### config.mk
export PLATFORM = sky130hd
export DESIGN_NAME = cmp_pipe
export DESIGN_NICKNAME = d
export VERILOG_FILES = /design/src/rtl/cmp_pkg.sv /design/src/rtl/cmp_stage.sv /design/src/rtl/cmp_pipe.sv
export SDC_FILE = /design/constraint.sdc
export NUM_CORES = 1
export LEC_CHECK = 0
export ABC_AREA = 1
export BUFFER_PORTS_ARGS = -buffer_cell sky130_fd_sc_hd__buf_2
export CORE_ASPECT_RATIO = 2
export CORE_MARGIN = 4
export CORE_UTILIZATION = 30
export CTS_CLUSTER_DIAMETER = 50
export DETAILED_ROUTE_END_ITERATION = 10
export SKIP_CTS_REPAIR_TIMING = 1
export SLEW_MARGIN = 0
export SYNTH_ARGS = -nofsm -noshare
export SYNTH_HDL_FRONTEND = slang
export SYNTH_HIERARCHICAL = 1
export SYNTH_SLANG_ARGS = --single-unit
### constraint.sdc
create_clock -name CLK -period 1.18 [get_ports CLK]
set_input_delay 0.059 -clock CLK [delete_from_list [all_inputs] [get_ports CLK]]
set_output_delay 0.059 -clock CLK [all_outputs]
set_load 0.01 [all_outputs]
### src/rtl/cmp_pkg.sv
// Shared opcode type and helpers for the cmp_pipe pipelined magnitude comparator.
package cmp_pkg;

    typedef enum logic [2:0] {
        OP_ULT = 3'b000,
        OP_ULE = 3'b001,
        OP_UGT = 3'b010,
        OP_UGE = 3'b011,
        OP_EQ  = 3'b100,
        OP_NE  = 3'b101,
        OP_SLT = 3'b110,
        OP_SGE = 3'b111
    } op_t;

    function automatic int unsigned stages(input int unsigned width, input int unsigned chunk);
        return (width + chunk - 1) / chunk;
    endfunction

    // c is the carry out of A + ~B + 1 (set when A >= B); eq is the accumulated chunk equality.
    function automatic logic cmp_decode(input op_t op, input logic c, input logic eq);
        logic res;
        res = 1'b0;
        case (op)
            OP_ULT, OP_SLT: res = ~c;
            OP_ULE:         res = ~c | eq;
            OP_UGT:         res = c & ~eq;
            OP_UGE, OP_SGE: res = c;
            OP_EQ:          res = eq;
            OP_NE:          res = ~eq;
            default:        res = 1'b0;
        endcase
        return res;
    endfunction

endpackage

### src/rtl/cmp_stage.sv
// One carry-chain pipeline stage of cmp_pipe: adds operand bits [LO +: W] of A and ~B
// onto the incoming carry and folds chunk equality into the running eq flag.
module cmp_stage
    import cmp_pkg::*;
#(
    parameter int unsigned WIDTH = 8,
    parameter int unsigned LO    = 0,
    parameter int unsigned W     = 4
) (
    input  logic             clk_i,
    input  logic             rst_i,
    input  logic             en_i,
    input  logic             valid_i,
    input  logic [WIDTH-1:0] a_i,
    input  logic [WIDTH-1:0] nb_i,
    input  logic             c_i,
    input  logic             eq_i,
    input  op_t              op_i,
    output logic             valid_o,
    output logic [WIDTH-1:0] a_o,
    output logic [WIDTH-1:0] nb_o,
    output logic             c_o,
    output logic             eq_o,
    output op_t              op_o
);

    logic [W-1:0]     a_chunk;
    logic [W-1:0]     nb_chunk;
    logic             c_next;
    logic             eq_next;

    logic             valid_q, valid_d;
    logic [WIDTH-1:0] a_q, a_d;
    logic [WIDTH-1:0] nb_q, nb_d;
    logic             c_q, c_d;
    logic             eq_q, eq_d;
    op_t              op_q, op_d;

    assign a_chunk  = a_i[LO +: W];
    assign nb_chunk = nb_i[LO +: W];
    assign c_next   = 1'(((W+1)'(a_chunk) + (W+1)'(nb_chunk) + (W+1)'(c_i)) >> W);
    assign eq_next  = eq_i & (a_chunk == ~nb_chunk);

    // Bubbles advance the valid bit only, so the last real result stays visible downstream.
    always_comb begin
        valid_d = valid_q;
        a_d     = a_q;
        nb_d    = nb_q;
        c_d     = c_q;
        eq_d    = eq_q;
        op_d    = op_q;
        if (en_i) begin
            valid_d = valid_i;
            if (valid_i) begin
                a_d  = a_i;
                nb_d = nb_i;
                c_d  = c_next;
                eq_d = eq_next;
                op_d = op_i;
            end
        end
    end

    // Reset leaves ULT with carry set so an idle final stage decodes to O=0.
    always_ff @(posedge clk_i) begin
        if (rst_i) begin
            valid_q <= 1'b0;
            a_q     <= '0;
            nb_q    <= '0;
            c_q     <= 1'b1;
            eq_q    <= 1'b0;
            op_q    <= OP_ULT;
        end else begin
            valid_q <= valid_d;
            a_q     <= a_d;
            nb_q    <= nb_d;
            c_q     <= c_d;
            eq_q    <= eq_d;
            op_q    <= op_d;
        end
    end

    assign valid_o = valid_q;
    assign a_o     = a_q;
    assign nb_o    = nb_q;
    assign c_o     = c_q;
    assign eq_o    = eq_q;
    assign op_o    = op_q;

endmodule

### src/rtl/cmp_pipe.sv
// Pipelined multi-mode magnitude comparator: A - B as A + ~B + 1 split into CHUNK-bit stages.
// Define CMP_SIGNED_EN to enable two's-complement SLT/SGE; otherwise they act as ULT/UGE.
module cmp_pipe
    import cmp_pkg::*;
#(
    parameter int unsigned WIDTH = 8,
    parameter int unsigned CHUNK = 4
) (
    input  logic             CLK,
    input  logic             RESET,
    input  logic [WIDTH-1:0] A,
    input  logic [WIDTH-1:0] B,
    input  logic [2:0]       OP,
    input  logic             VALID_IN,
    output logic             READY,
    output logic             O,
    output logic             VALID,
    input  logic             READY_IN
);

    localparam int unsigned STAGES = stages(WIDTH, CHUNK);

    logic             adv;
    op_t              op_in;
    logic [WIDTH-1:0] a_p  [STAGES+1];
    logic [WIDTH-1:0] nb_p [STAGES+1];
    logic [STAGES:0]  v_p;
    logic [STAGES:0]  c_p;
    logic [STAGES:0]  eq_p;
    op_t  [STAGES:0]  op_p;

    assign op_in = op_t'(OP);

`ifdef CMP_SIGNED_EN
    // Flipping both MSBs maps two's-complement order onto unsigned order.
    logic [WIDTH-1:0] msb_flip;
    assign msb_flip = {(op_in == OP_SLT) || (op_in == OP_SGE), {(WIDTH-1){1'b0}}};
    assign a_p[0]   = A ^ msb_flip;
    assign nb_p[0]  = ~(B ^ msb_flip);
`else
    assign a_p[0]   = A;
    assign nb_p[0]  = ~B;
`endif

    assign v_p[0]  = VALID_IN;
    assign c_p[0]  = 1'b1;
    assign eq_p[0] = 1'b1;
    assign op_p[0] = op_in;

    for (genvar k = 0; k < STAGES; k++) begin : g_stage
        localparam int unsigned LO = CHUNK * k;
        localparam int unsigned W  = (WIDTH - LO < CHUNK) ? (WIDTH - LO) : CHUNK;

        cmp_stage #(
            .WIDTH (WIDTH),
            .LO    (LO),
            .W     (W)
        ) u_stage (
            .clk_i   (CLK),
            .rst_i   (RESET),
            .en_i    (adv),
            .valid_i (v_p[k]),
            .a_i     (a_p[k]),
            .nb_i    (nb_p[k]),
            .c_i     (c_p[k]),
            .eq_i    (eq_p[k]),
            .op_i    (op_p[k]),
            .valid_o (v_p[k+1]),
            .a_o     (a_p[k+1]),
            .nb_o    (nb_p[k+1]),
            .c_o     (c_p[k+1]),
            .eq_o    (eq_p[k+1]),
            .op_o    (op_p[k+1])
        );
    end

    // Whole pipeline moves as one; O is a pure decode of the final stage's flops.
    assign adv   = ~v_p[STAGES] | READY_IN;
    assign READY = adv;
    assign VALID = v_p[STAGES];
    assign O     = cmp_decode(op_p[STAGES], c_p[STAGES], eq_p[STAGES]);

endmodule

# [Word-level counts from Yosys, hierarchy flattened]
# Cells that the tools add are included.
[op_classes] add_sub_neg=4 eq_ne=9 n_mux=1 bitwise_logic=10 reduce_logical=5
[ops] cell="$eq A3 B3 Y1 const B" count=4
[ops] cell="$add A4 B4 Y5" count=2
[ops] cell="$eq A4 B4 Y1" count=2
[ops] cell="$not A4 Y4" count=2
[ops] cell="$not A8 Y8" count=1
[ops] cell="$eq A3 B2 Y1 const B" count=2
[ops] cell="$pmux W1 S6" count=1
[ops] cell="$add A5 B1 Y5" count=1
[ops] cell="$add A5 B1 Y5 const B" count=1
[ops] cell="$reduce_and A2 Y1" count=2
[ops] cell="$reduce_or A2 Y1" count=2
[ops] cell="$eq A3 B1 Y1 const B" count=1
[ops] cell="$logic_not A3 Y1" count=1
[ops] cell="$not A1 Y1" count=3
[ops] cell="$and A1 B1 Y1" count=2
[ops] cell="$or A1 B1 Y1" count=2
[word_totals] regBits=28 elab_cells=39

# [Logic depth before layout (Yosys ltp)]
[logic_depth] ltp_word=3 depth_mapped=7

# [Modules after synthesis]
# Netlist, hierarchy kept.
[modules_own_cells] mod="cmp_stage" instances=2 cells_each=113 area_per_inst_um2=899.6 seq_area_each_um2=440.4
[modules_own_cells] mod="cmp_pipe" instances=1 cells_each=28 area_per_inst_um2=110.1 seq_area_each_um2=0.0

# [Worst setup path after synthesis]
# Ideal clock, no wire load.
[synth_path] path_type="register -> register" from="register g_stage[1].u_stage.valid_q" to="register g_stage[1].u_stage.op_q[1]" arrival_time_ps=1092 setup_slack_ps=-28 stages_incl_launch_ff=7 n_path_buf=1 period_less_slack_ps=1208 path_cell_list="dfxtp_1 > nand2_1 > nand2_4 > inv_8 > buf_12 > nor2_1 > nor2_1"
[synth_between] elab_chain_cells=3
[synth_rtl] element="start, declared" line="cmp_stage.sv:32" text="logic valid_q, valid_d;"
[synth_rtl] element="start signal, assigned" line="cmp_stage.sv:74" text="valid_q <= valid_d;"
[synth_rtl] element="$not A1 Y1" line="cmp_pipe.sv:78" text="assign adv = ~v_p[STAGES] | READY_IN;"
[synth_rtl] element="$or A1 B1 Y1" line="cmp_pipe.sv:78"
[synth_rtl] element="net READY" line="cmp_pipe.sv:15" text="output logic READY,"
[synth_rtl] element="$reduce_and A2 Y1 (no source line)"
[synth_rtl] element="end signal, assigned" line="cmp_stage.sv:79" text="op_q <= op_d;"
[synth_rtl] element="end, declared" line="cmp_stage.sv:37" text="op_t op_q, op_d;"
# The timed path passes the listed nets, and every way through them passes these cells.
# A chain may end at the register's enable or synchronous reset.

# [Worst setup path in the final report]
[layout_path] from="register g_stage[1].u_stage.eq_q" to="output port O"
[layout_between] elab_chain_cells=3 elab_cells_between_ends=4 cone_classes="1 x mux; 3 x bitwise"
[layout_rtl] element="start, declared" line="cmp_stage.sv:36" text="logic eq_q, eq_d;"
[layout_rtl] element="start signal, assigned" line="cmp_stage.sv:78" text="eq_q <= eq_d;"
[layout_rtl] element="$not A1 Y1" line="cmp_pkg.sv:26, cmp_pkg.sv:29"
[layout_rtl] element="$and A1 B1 Y1" line="cmp_pkg.sv:26" text="OP_UGT: res = c & ~eq;"
[layout_rtl] element="$pmux W1 S6 (*)" line="cmp_pkg.sv:23" text="case (op)"
[layout_rtl] element="end, declared" line="cmp_pipe.sv:16" text="output logic O,"
# Every way passes the cells marked *; elsewhere a longest branch is shown, timed or not.

==> flow_metrics.tcl <==
set metrics [dict create \
    outcome "complete, no violations" \
    instances_no_fill 227 \
    hold_path.class "input port to register" \
    ant_nets 0 \
    cts.path.max_buffers 2 \
    grt_overflow_total 0 \
    drv_slew 0 \
    p_clk_frac 0.340 \
    swShare 0.253 \
    cts_made_buffers 3 \
    wl_mm 2.03 \
    dpl.cell_count 223 \
    max_freq_ghz 0.896 \
    fin_setup_tns_ns 0 \
    fin_nets 210 \
    htree_levels 1 \
    drt_first_pass_iters 2 \
    critPathCapture "O" \
    synthesis.area_um2 1120 \
    p_per_area_nw_per_um2 1170 \
    rsz0062_at_grt "true" \
    n_antenna_cell 0 \
    clock-sinks 20 \
    fillers 402 \
    setup_viol 0 \
    drv_cap 0 \
    die-area_um2 4840 \
    initial_core_util 0.311 \
    rows 31 \
    skew_ns 0.00317 \
    cp.required_ns 1.12 \
    antenna_found_initial 0 \
    ios 26 \
    crit_chain "nor2_1 > nor2_1 > nor2_1 > nor2_1 > nand2_1 > buf_2" \
    fin_crit_ns 1.12 \
    crit_path_start_kind "register" \
    critical_path_arrival_ns 1.06 \
    cp_slowest_cell "dfxtp_4" \
    finalInstanceArea_um2 1280 \
    cp_common_cell "nor2_1" \
    grt_pass1_vias 976 \
    clk_pin_slew_ns 0.07 \
    drive_gt1_frac 0.230 \
    grt_pass1_wl_mm 3.59 \
    io_buffers 25 \
    peakVddDrop_uv 618 \
    synth_cells 158 \
    p_seq_frac 0.500 \
    worstPathMaxFanout 5 \
    r2r_end "g_stage[0].u_stage/eq_o$_SDFFE_PP0P_" \
    cts_root_buf "clkbuf_8" \
    cpPeakStageDelay_ns 0.37 \
    critPathLaunch "g_stage[1].u_stage/eq_o$_SDFFE_PP0P_" \
    p_total_mw 1.50 \
    die_h_um 94.5 \
    p_int_mw 1.12 \
    grt_max_degree 18 \
    avgSynthCellArea_um2 7.10 \
    p_comb_frac 0.161 \
    area_delta_synth_final_pct 14.3 \
    crit_type "register to output port" \
    place.gp.congestion 0.685 \
    end_kind "output port" \
    drc 0 \
    drt-initial-drc-count 2 \
    clock_latency_ns 0.25 \
    detailed_place_hpwl_mm 1.71 \
    rr_worst_depth 5 \
    reg2reg_from "g_stage[1].u_stage/valid_o$_SDFFE_PP0P_" \
    cts_tree "yes" \
    route.vias.total 956 \
    p_leak_nw 0.666 \
    ys_warn_count 6 \
    fp.dieW_um 51.2 \
    post-route-period-util 0.946 \
    core_area_um2 3610 \
    grt_usage 0.0955 \
    via_per_inst 4.21 \
    hold_viol 0 \
    place_area_um2 1210 \
    r2r_setup_slack_ns 0.12 \
    wl_per_cell_um 8.94 \
    p_sw_mw 0.379 \
]
-- sequential cells by signal, indices dropped and copies added, names as in the netlist --
| name | count |
|---|---|
| g_stage.u_stage/op_o | 6 |
| g_stage.u_stage/c_o | 2 |
| g_stage.u_stage/eq_o | 2 |
| g_stage.u_stage/valid_o | 2 |
| g_stage.u_stage/nb_o | 4 |
| g_stage.u_stage/a_o | 4 |
-- power groups by stage --
stage | combinational [mW] | clock [mW] | sequential [mW]
after floorplan | 0.207 | 0 | 0.759
after global placement | 0.243 | 0 | 0.765
after detailed placement | 0.246 | 0 | 0.767
after CTS | 0.247 | 0.520 | 0.752
after global routing | 0.286 | 0.547 | 0.756
final | 0.241 | 0.510 | 0.750
-- how the worst min path moves through the flow --
stage,from,to,slack (ns),cells past startpoint
6_report,OP[2],g_stage[0].u_stage/op_o[2]$_SDFFE_PP0P_,0.05,3
5_1_grt,OP[2],g_stage[0].u_stage/op_o[2]$_SDFFE_PP0P_,0.05,3
4_1_cts,OP[2],g_stage[0].u_stage/op_o[2]$_SDFFE_PP0P_,0.04,3
3_5_place_dp,OP[2],g_stage[0].u_stage/op_o[2]$_SDFFE_PP0P_,0.30,3
3_3_place_gp,OP[2],g_stage[0].u_stage/op_o[2]$_SDFFE_PP0P_,0.30,3
2_1_floorplan,RESET,g_stage[0].u_stage/eq_o$_SDFFE_PP0P_,0.13,1
-- stage by stage --
step | hold slack [ns] | worst slack (ns) | utilization
floorplan | 0.128 | 0.0867 | -
global placement | 0.303 | 0.141 | 0.336
detailed placement | 0.305 | 0.120 | 0.336
CTS | 0.0411 | -0.00835 | 0.351
global route | 0.0496 | -0.0136 | 0.355
finish | 0.0469 | 0.0633 | 0.355
-- layer usage --
metal  share of wire  vias to the layer above  wire (um)  GRT usage
li1                -                      520          -          -
met1            0.34                      422        700     0.0748
met2            0.61                       12       1230      0.205
met3           0.028                        2         56     0.0126
met4           0.019                        0         38     0.0525
met5               0                        -          0          0
-- layout by cell type (no fill, tap or decap) --
cell,instances
inv_8,2
ha_1,8
o21ai_0,9
clkbuf_8,4
conb_1,2
nand2_2,3
nor2_1,39
nand3_1,2
dfxtp_2,2
a21boi_1,1
buf_2,25
o21ai_1,6
inv_1,19
a21oi_1,8
nand2_4,2
nor2_2,1
dfxtp_1,16
nand2_1,27
dfxtp_4,2
-- critical path: cells and delay by family (launching register included) --
family / cells / cell delay [ns]
buf+inv: 1 / 0.13
flops: 1 / 0.37
simple gates: 5 / 0.30
-- layout make-up --
class / instances / area [um^2] / share of cell area
Inverter: 21 / 93.8 / 0.0732
Sequential cell: 20 / 410 / 0.320
Timing Repair Buffer: 25 / 125 / 0.0977
Multi-Input combinational cell: 108 / 536 / 0.418
Clock buffer: 4 / 55.1 / 0.0430
Tap cell: 49 / 61.3 / 0.0479
Power figures use the tool's default switching activity.
